## src/rtl/chicken_race_core.sv

```systemverilog
// chicken_race_core
// Turn-and-movement engine for the chicken race board game. It holds every
// player's track position and lap count, checks a flipped picture against
// the track tile ahead of the current player, advances on a match (hopping
// over occupied tiles) and passes the turn on a miss. A player that
// completes LAPS laps is declared the winner.
//
// Ports:
//   clk          in  : clock, all state changes on the rising edge
//   rst          in  : synchronous active-low reset
//   start        in  : one-cycle strobe, start a new game (highest priority)
//   num_players  in  : player count, sampled on start, clamped to 2..MAX_PLAYERS
//   flip_valid   in  : one-cycle strobe, a tile was flipped (used only in PLAY)
//   flip_code    in  : picture on the flipped tile
//   track_code   in  : picture of the track tile at tile_addr (combinational ROM)
//   tile_addr    out : (pos[turn] + 1) mod TRACK_LEN
//   turn         out : index of the current player
//   cur_pos      out : pos[turn]
//   busy         out : high while a flip is being resolved
//   match        out : one-cycle pulse on a matching flip (first ADV cycle)
//   turn_end     out : one-cycle pulse when the turn passes (NEXT cycle)
//   winner_valid out : high while the game is over
//   winner       out : winning player, meaningful while winner_valid is high
module chicken_race_core #(
  parameter int MAX_PLAYERS = 4,
  parameter int TRACK_LEN   = 24,
  parameter int TILE_W      = 4,
  parameter int LAPS        = 1,
  localparam int PW = $clog2(MAX_PLAYERS),
  localparam int NW = $clog2(MAX_PLAYERS + 1),
  localparam int AW = $clog2(TRACK_LEN)
) (
  input  logic              clk,
  input  logic              rst,
  input  logic              start,
  input  logic [NW-1:0]     num_players,
  input  logic              flip_valid,
  input  logic [TILE_W-1:0] flip_code,
  input  logic [TILE_W-1:0] track_code,
  output logic [AW-1:0]     tile_addr,
  output logic [PW-1:0]     turn,
  output logic [AW-1:0]     cur_pos,
  output logic              busy,
  output logic              match,
  output logic              turn_end,
  output logic              winner_valid,
  output logic [PW-1:0]     winner
);

  // Arrays are sized to the full turn index range so r_turn can never
  // address outside them, even for non-power-of-two MAX_PLAYERS.
  localparam int NSLOT = 1 << PW;
  localparam int LW    = $clog2(LAPS + 1);

  typedef enum logic [2:0] {
    S_IDLE,
    S_PLAY,
    S_CHECK,
    S_ADV,
    S_NEXT,
    S_DONE
  } state_t;

  state_t            r_state;
  logic [AW-1:0]     r_pos [NSLOT];
  logic [LW-1:0]     r_lap [NSLOT];
  logic [NW-1:0]     r_np;
  logic [PW-1:0]     r_turn;
  logic [PW-1:0]     r_winner;
  logic [TILE_W-1:0] r_code;
  logic [AW-1:0]     r_cand;
  logic              r_match;
  logic              r_turn_end;
  logic              r_winner_valid;

  logic [NW-1:0]     w_np;
  logic              w_occupied;
  logic [AW-1:0]     w_cur_pos;
  logic [AW-1:0]     w_addr;
  logic              w_wrap;
  logic [LW-1:0]     w_lap_next;
  logic [PW-1:0]     w_turn_next;

  function automatic logic [AW-1:0] inc_mod(input logic [AW-1:0] a);
    return (a == AW'(TRACK_LEN - 1)) ? '0 : a + AW'(1);
  endfunction

  always_comb begin
    w_np = num_players;
    if (num_players < NW'(2)) begin
      w_np = NW'(2);
    end else if (num_players > NW'(MAX_PLAYERS)) begin
      w_np = NW'(MAX_PLAYERS);
    end
  end

  // Another active player already stands on the candidate tile.
  always_comb begin
    w_occupied = 1'b0;
    for (int i = 0; i < MAX_PLAYERS; i++) begin
      if ((NW'(i) < r_np) && (PW'(i) != r_turn) && (r_pos[i] == r_cand)) begin
        w_occupied = 1'b1;
      end
    end
  end

  assign w_cur_pos   = r_pos[r_turn];
  assign w_addr      = inc_mod(w_cur_pos);
  // Landing below the old position means the move crossed tile 0.
  assign w_wrap      = (r_cand < w_cur_pos);
  assign w_lap_next  = (w_wrap && (r_lap[r_turn] != LW'(LAPS))) ?
                       r_lap[r_turn] + LW'(1) : r_lap[r_turn];
  assign w_turn_next = ((NW'(r_turn) + NW'(1)) == r_np) ? '0 : r_turn + PW'(1);

  always_ff @(posedge clk) begin
    if (!rst) begin
      r_state        <= S_IDLE;
      r_turn         <= '0;
      r_np           <= NW'(2);
      r_code         <= '0;
      r_cand         <= '0;
      r_match        <= 1'b0;
      r_turn_end     <= 1'b0;
      r_winner_valid <= 1'b0;
      r_winner       <= '0;
      for (int i = 0; i < NSLOT; i++) begin
        r_pos[i] <= '0;
        r_lap[i] <= '0;
      end
    end else begin
      r_match    <= 1'b0;
      r_turn_end <= 1'b0;
      if (start) begin
        // A new game overrides whatever was in flight, including a commit.
        r_np           <= w_np;
        r_turn         <= '0;
        r_winner_valid <= 1'b0;
        r_state        <= S_PLAY;
        for (int i = 0; i < NSLOT; i++) begin
          r_pos[i] <= (NW'(i) < w_np) ? AW'(i) : '0;
          r_lap[i] <= '0;
        end
      end else begin
        case (r_state)
          S_IDLE: ;
          S_PLAY: begin
            if (flip_valid) begin
              r_code  <= flip_code;
              r_state <= S_CHECK;
            end
          end
          S_CHECK: begin
            if (r_code == track_code) begin
              r_cand  <= w_addr;
              r_match <= 1'b1;
              r_state <= S_ADV;
            end else begin
              r_turn_end <= 1'b1;
              r_state    <= S_NEXT;
            end
          end
          S_ADV: begin
            // One candidate tile per cycle; a free tile always exists.
            if (w_occupied) begin
              r_cand <= inc_mod(r_cand);
            end else begin
              r_pos[r_turn] <= r_cand;
              r_lap[r_turn] <= w_lap_next;
              if (w_lap_next == LW'(LAPS)) begin
                r_winner       <= r_turn;
                r_winner_valid <= 1'b1;
                r_state        <= S_DONE;
              end else begin
                r_state <= S_PLAY;
              end
            end
          end
          S_NEXT: begin
            r_turn  <= w_turn_next;
            r_state <= S_PLAY;
          end
          S_DONE: ;
          default: r_state <= S_IDLE;
        endcase
      end
    end
  end

  assign tile_addr    = w_addr;
  assign turn         = r_turn;
  assign cur_pos      = w_cur_pos;
  assign busy         = (r_state == S_CHECK) || (r_state == S_ADV) || (r_state == S_NEXT);
  assign match        = r_match;
  assign turn_end     = r_turn_end;
  assign winner_valid = r_winner_valid;
  assign winner       = r_winner;

endmodule

```

## config.mk

```make
export PLATFORM = sky130hd
export DESIGN_NAME = chicken_race_core
export DESIGN_NICKNAME = d
export VERILOG_FILES = /design/src/rtl/chicken_race_core.sv
export SDC_FILE = /design/constraint.sdc
export NUM_CORES = 1
export LEC_CHECK = 0
export CORE_ASPECT_RATIO = 0.8
export CORE_UTILIZATION = 45
export DETAILED_ROUTE_END_ITERATION = 16
export PLACE_DENSITY_LB_ADDON = 0.25
export SLEW_MARGIN = 5
export SYNTH_ARGS = -nofsm -noshare
export SYNTH_HDL_FRONTEND = slang
export SYNTH_SLANG_ARGS = --single-unit
```

## constraint.sdc

```tcl
create_clock -name clk -period 3.1 [get_ports clk]
set_clock_uncertainty 0.2 [all_clocks]
set_input_delay 0.775 -clock clk [delete_from_list [all_inputs] [get_ports clk]]
set_output_delay 0.775 -clock clk [all_outputs]
set_load 0.05 [all_outputs]
```

# After elaboration in Yosys (flattened, before gate mapping)
# Memories as Yosys holds them, arrays and structs flattened. A register that Yosys moved wholly into a read port is not among the register bits.
# Cells that the tools add are included.
dict set report word_totals {
  input_bits 15
  ramBits 24
  memories 2
  regBits 22
  output_inout_bits 18
  word_cells 140
}
# memory words word_bits rd rd_clocked_by_memory_dff wr line
set memory_table {}
lappend memory_table {r_pos 4 5 5 1 4 65} ;# logic [AW-1:0] r_pos [NSLOT];
lappend memory_table {r_lap 4 1 1 1 4 66} ;# logic [LW-1:0] r_lap [NSLOT];
dict set report op_classes {
  n_addsub 5
  n_eq_ne 23
  reduce_logical 25
  n_lt_le_gt_ge 10
  n_mux 51
  bitwise_logic 14
}
# operator count
set op_table {}
lappend op_table {{$mux 5} 9}
lappend op_table {{$mux 1} 25}
lappend op_table {{$eq 5x5->1} 4}
lappend op_table {{$mux 2} 9}
lappend op_table {{$mux 3} 6}
lappend op_table {{$pmux 3 s5} 1}
lappend op_table {{$lt 2x3->1 const A} 4}
lappend op_table {{$reduce_and 3->1} 4}
lappend op_table {{$add 5x1->5 const B} 2}
lappend op_table {{$eq 5x5->1 const B} 2}
lappend op_table {{$pmux 5 s2} 1}
lappend op_table {{$logic_and 1x1->1} 9}
lappend op_table {{$lt 1x3->1 const A} 3}
lappend op_table {{$ne 2x2->1 const B} 4}
lappend op_table {{$or 1x1->1} 8}
lappend op_table {{$reduce_and 4->1} 2}
lappend op_table {{$eq 3x2->1 const B} 2}
lappend op_table {{$eq 3x3->1 const B} 2}
lappend op_table {{$ne 3x3->1 const B} 2}
lappend op_table {{$not 1->1} 6}
lappend op_table {{$lt 5x5->1} 1}
lappend op_table {{$reduce_or 5->1} 1}
lappend op_table {{$eq 4x4->1} 1}
lappend op_table {{$ne 2x2->1 const A} 2}
lappend op_table {{other kinds (15)} 18}

# Logic depth before layout (Yosys ltp)
dict set report depth {
  word_depth 14
  mapped_depth 10
  mapped_depth_nobuf 9
}

# Worst setup path after synthesis
# No wires, ideal clock.
dict set report synth_timing {
  path_kind {reg-to-output}
  startpoint {register (tool-made name)}
  endpoint {output port tile_addr[4]}
  slack_ns -0.527
  path_buffers 1
  required_time_ns 2.125
  t_arrival_ns 2.652
  path_stages_with_launch 6
  cell_sequence {dfxtp_1 -> buf_6 -> mux4_1 -> ha_1 -> nand2_1 -> o21ai_0}
}
# item line
set synth_rtl {}
lappend synth_rtl {{end: declaration} 40} ;# output logic [AW-1:0] tile_addr,

==> metrics.yaml <==
final-max-slew-violation-count: 0
synth_most_common_cell: "nand2_1"
synthesis.nets: 304
fin_hold_ws_ns: 0.265
root_buffer: "clkbuf_8"
crit_family: "buffers and inverters"
synth-seq-area-share_pct: 41.2
crit_path_end_kind: "primary output"
rows: 25
place_congestion: 0.795
first_global_vias: 2066
nets: 342
dpl.cell_count: 389
cts_htree_levels: 2
overflow: 0
startpoint_type: "flip-flop"
fin_area_mm2: 0.00350
hpwl_mm: 4.88
synth_cell_types: 50
min_period_ns: 3.08
wire_per_inst_um: 16.1
area_growth_pct: 23.2
fp.dieH_um: 73.1
drc_errors: 0
top_layer: "met4"
relSlewSlack_pct: 57.8
crit_fanout: 5
diodes: 0
maxCapViolations: 0
start_util_pct: 47.3
place_ws_ns: 0.165
final_core_util_pct: 58.3
clkTransAtPathRegs_ns: 0.09
tightest_slew_ns: 0.632
cts_tree: "done"
synth_top_area_share_pct: 22.2
fill_cells: 532
crit_type: "flip-flop to primary output"
min_path_type: "flip-flop to flip-flop"
ios: 33
syn-instance-count: 278
drt-pass1-iter-count: 4
crit_required_ns: 2.12
synth.cells.most_frequent: "35 x nand2_1, 27 x dfxtp_1, 21 x edfxtp_1"
ys_warn_count: 0
core-area_mm2: 0.00601
track_usage_pct: 20.7
cts_max_path_buffers: 2
grt_max_degree: 26
crit_slowest_cell: "clkdlybuf4s50_1"
yosys-top-cells-area: "edfxtp_1 22%, dfxtp_1 19%, ha_1 4.8%"
synth_area_leader_cell: "edfxtp_1"
finalSetupViolCount: 0
finalPower_mw: 1.43
met1Wirelength_mm: 3.17
dr_wl_met3_um: 434
drt_wl_total_mm: 6.40
synth_ff_type: "dfxtp_1"
cp_data_arrival_time_ns: 2.11
dpl-instance-area_mm2: 0.00334
min_period_over_period_pct: 99.5
p_leak_nw: 1.35
antenna_found_initial: 0
async_flop_share_pct: 0
crit_chain: "mux4_2 -> clkdlybuf4s50_1"
worst_slack_ns: 0.0165
num_vias: 2206
ys_ff_latch: 48
peakVddDrop_v: 0.000222
numCtsBuffers: 5
max_freq_mhz: 324
p_per_area_mw_per_mm2: 407
drt_iter0_markers: 175
grt_pass1_wl_mm: 10.6
ant_nets: 0
hold_violations: 0
die_w_um: 90.9
dieArea_mm2: 0.00664
drive_above_1_share_pct: 15.8
postCtsHoldBufs: 0
cts_sinks: 48
synth-edff-count: 21
synth_area_mm2: 0.00284
crit_buf_inv: 1
port_buffers: 32
fin_cells: 398
avgSynthCellArea_um2: 10.2
avgViaCountPerCell: 5.54
rsz0062_at_grt: "yes"
outcome: "finished, final reports clean"
setup_tns_ns: 0
dr_wl_met2_mm: 2.71
clkLatencyLatePin_ns: 0.31
cp_slowest_stage_delay_ns: 0.75
[final timing paths]
path	start	end	slack [ns]	depth (start not counted)
hold / removal	r_lap[0]	r_lap[0]	0.27	2
setup reg to reg	r_pos[3][2]	winner[1]	0.29	9
hold reg to reg	r_lap[0]	r_lap[0]	0.27	2
setup / recovery	r_pos[3][0]	cur_pos[0]	0.02	2
[tightest hold or removal path: stages, from the launching register on]
cell and delay, ns:
dfxtp_1 0.32, nand2_1 0.05, mux2i_1 0.05
[kinds of logic (layout without fill, tap and decap cells)]
kind of cell	Yosys count	count (layout)	share of synthesized area, %
multiplexers	20	20	10.3
XOR/XNOR	27	27	8.32
AND/OR/NAND/NOR	107	107	20.1
buffers and inverters	27	66	4.40
AO/OA/AOI/OAI	38	38	10.9
adder cells (fa/ha/maj)	11	11	4.84
flip-flops	48	48	41.2
[cell type report]
class / instances / area, µm² / area share [%]
tap: 81 / 101 / 2.89
timing repair buffer: 46 / 470 / 13.4
clock buffer: 5 / 68.8 / 1.96
multi-input combinational: 203 / 1570 / 44.9
sequential: 48 / 1170 / 33.5
clock inverter: 3 / 68.8 / 1.96
inverter: 12 / 45.0 / 1.29
[per-layer routing]
layer / GRT usage (%) / vias to the layer above
li1: - / 1063
met1: 31.0 / 1055
met2: 29.4 / 80
met3: 3.85 / 8
met4: 7.94 / 0
met5: 0 / -
[registers in the layout, indices dropped and copies added, names as in the netlist, named ones only]
| register | count |
|---|---|
| r_pos | 20 |
| r_cand | 5 |
| r_code | 4 |
| r_lap | 4 |
| r_np | 3 |
| r_state | 3 |
| turn | 2 |
| winner | 2 |
| match | 1 |
| turn_end | 1 |
| winner_valid | 1 |
[cell usage in the layout (no fill, tap or decap), types with 11 or more instances in the layout]
cell	instances
nor2_1	11
inv_1	12
xor2_1	12
clkdlybuf4s50_1	23
buf_4	17
nand2_1	35
mux2i_1	13
and2_1	14
dfxtp_1	26
xnor2_1	14
edfxtp_1	21
[timing repair]
item | in CTS | in global routing
gates resized for setup | 4 | 2
setup buffers | 0 | 1
endpoints found under the setup margin | 6 | 2
endpoints found under the hold margin | 0 | 0
[power breakdown]
| part | switching, mW | leakage (nW) | total (mW) | internal (mW) |
|---|---|---|---|---|
| clock network | 0.231 | 0.0687 | 0.555 | 0.325 |
| registers | 0.0194 | 0.452 | 0.696 | 0.676 |
| logic | 0.0960 | 0.833 | 0.176 | 0.0804 |
Power figures use the tool's default switching activity.
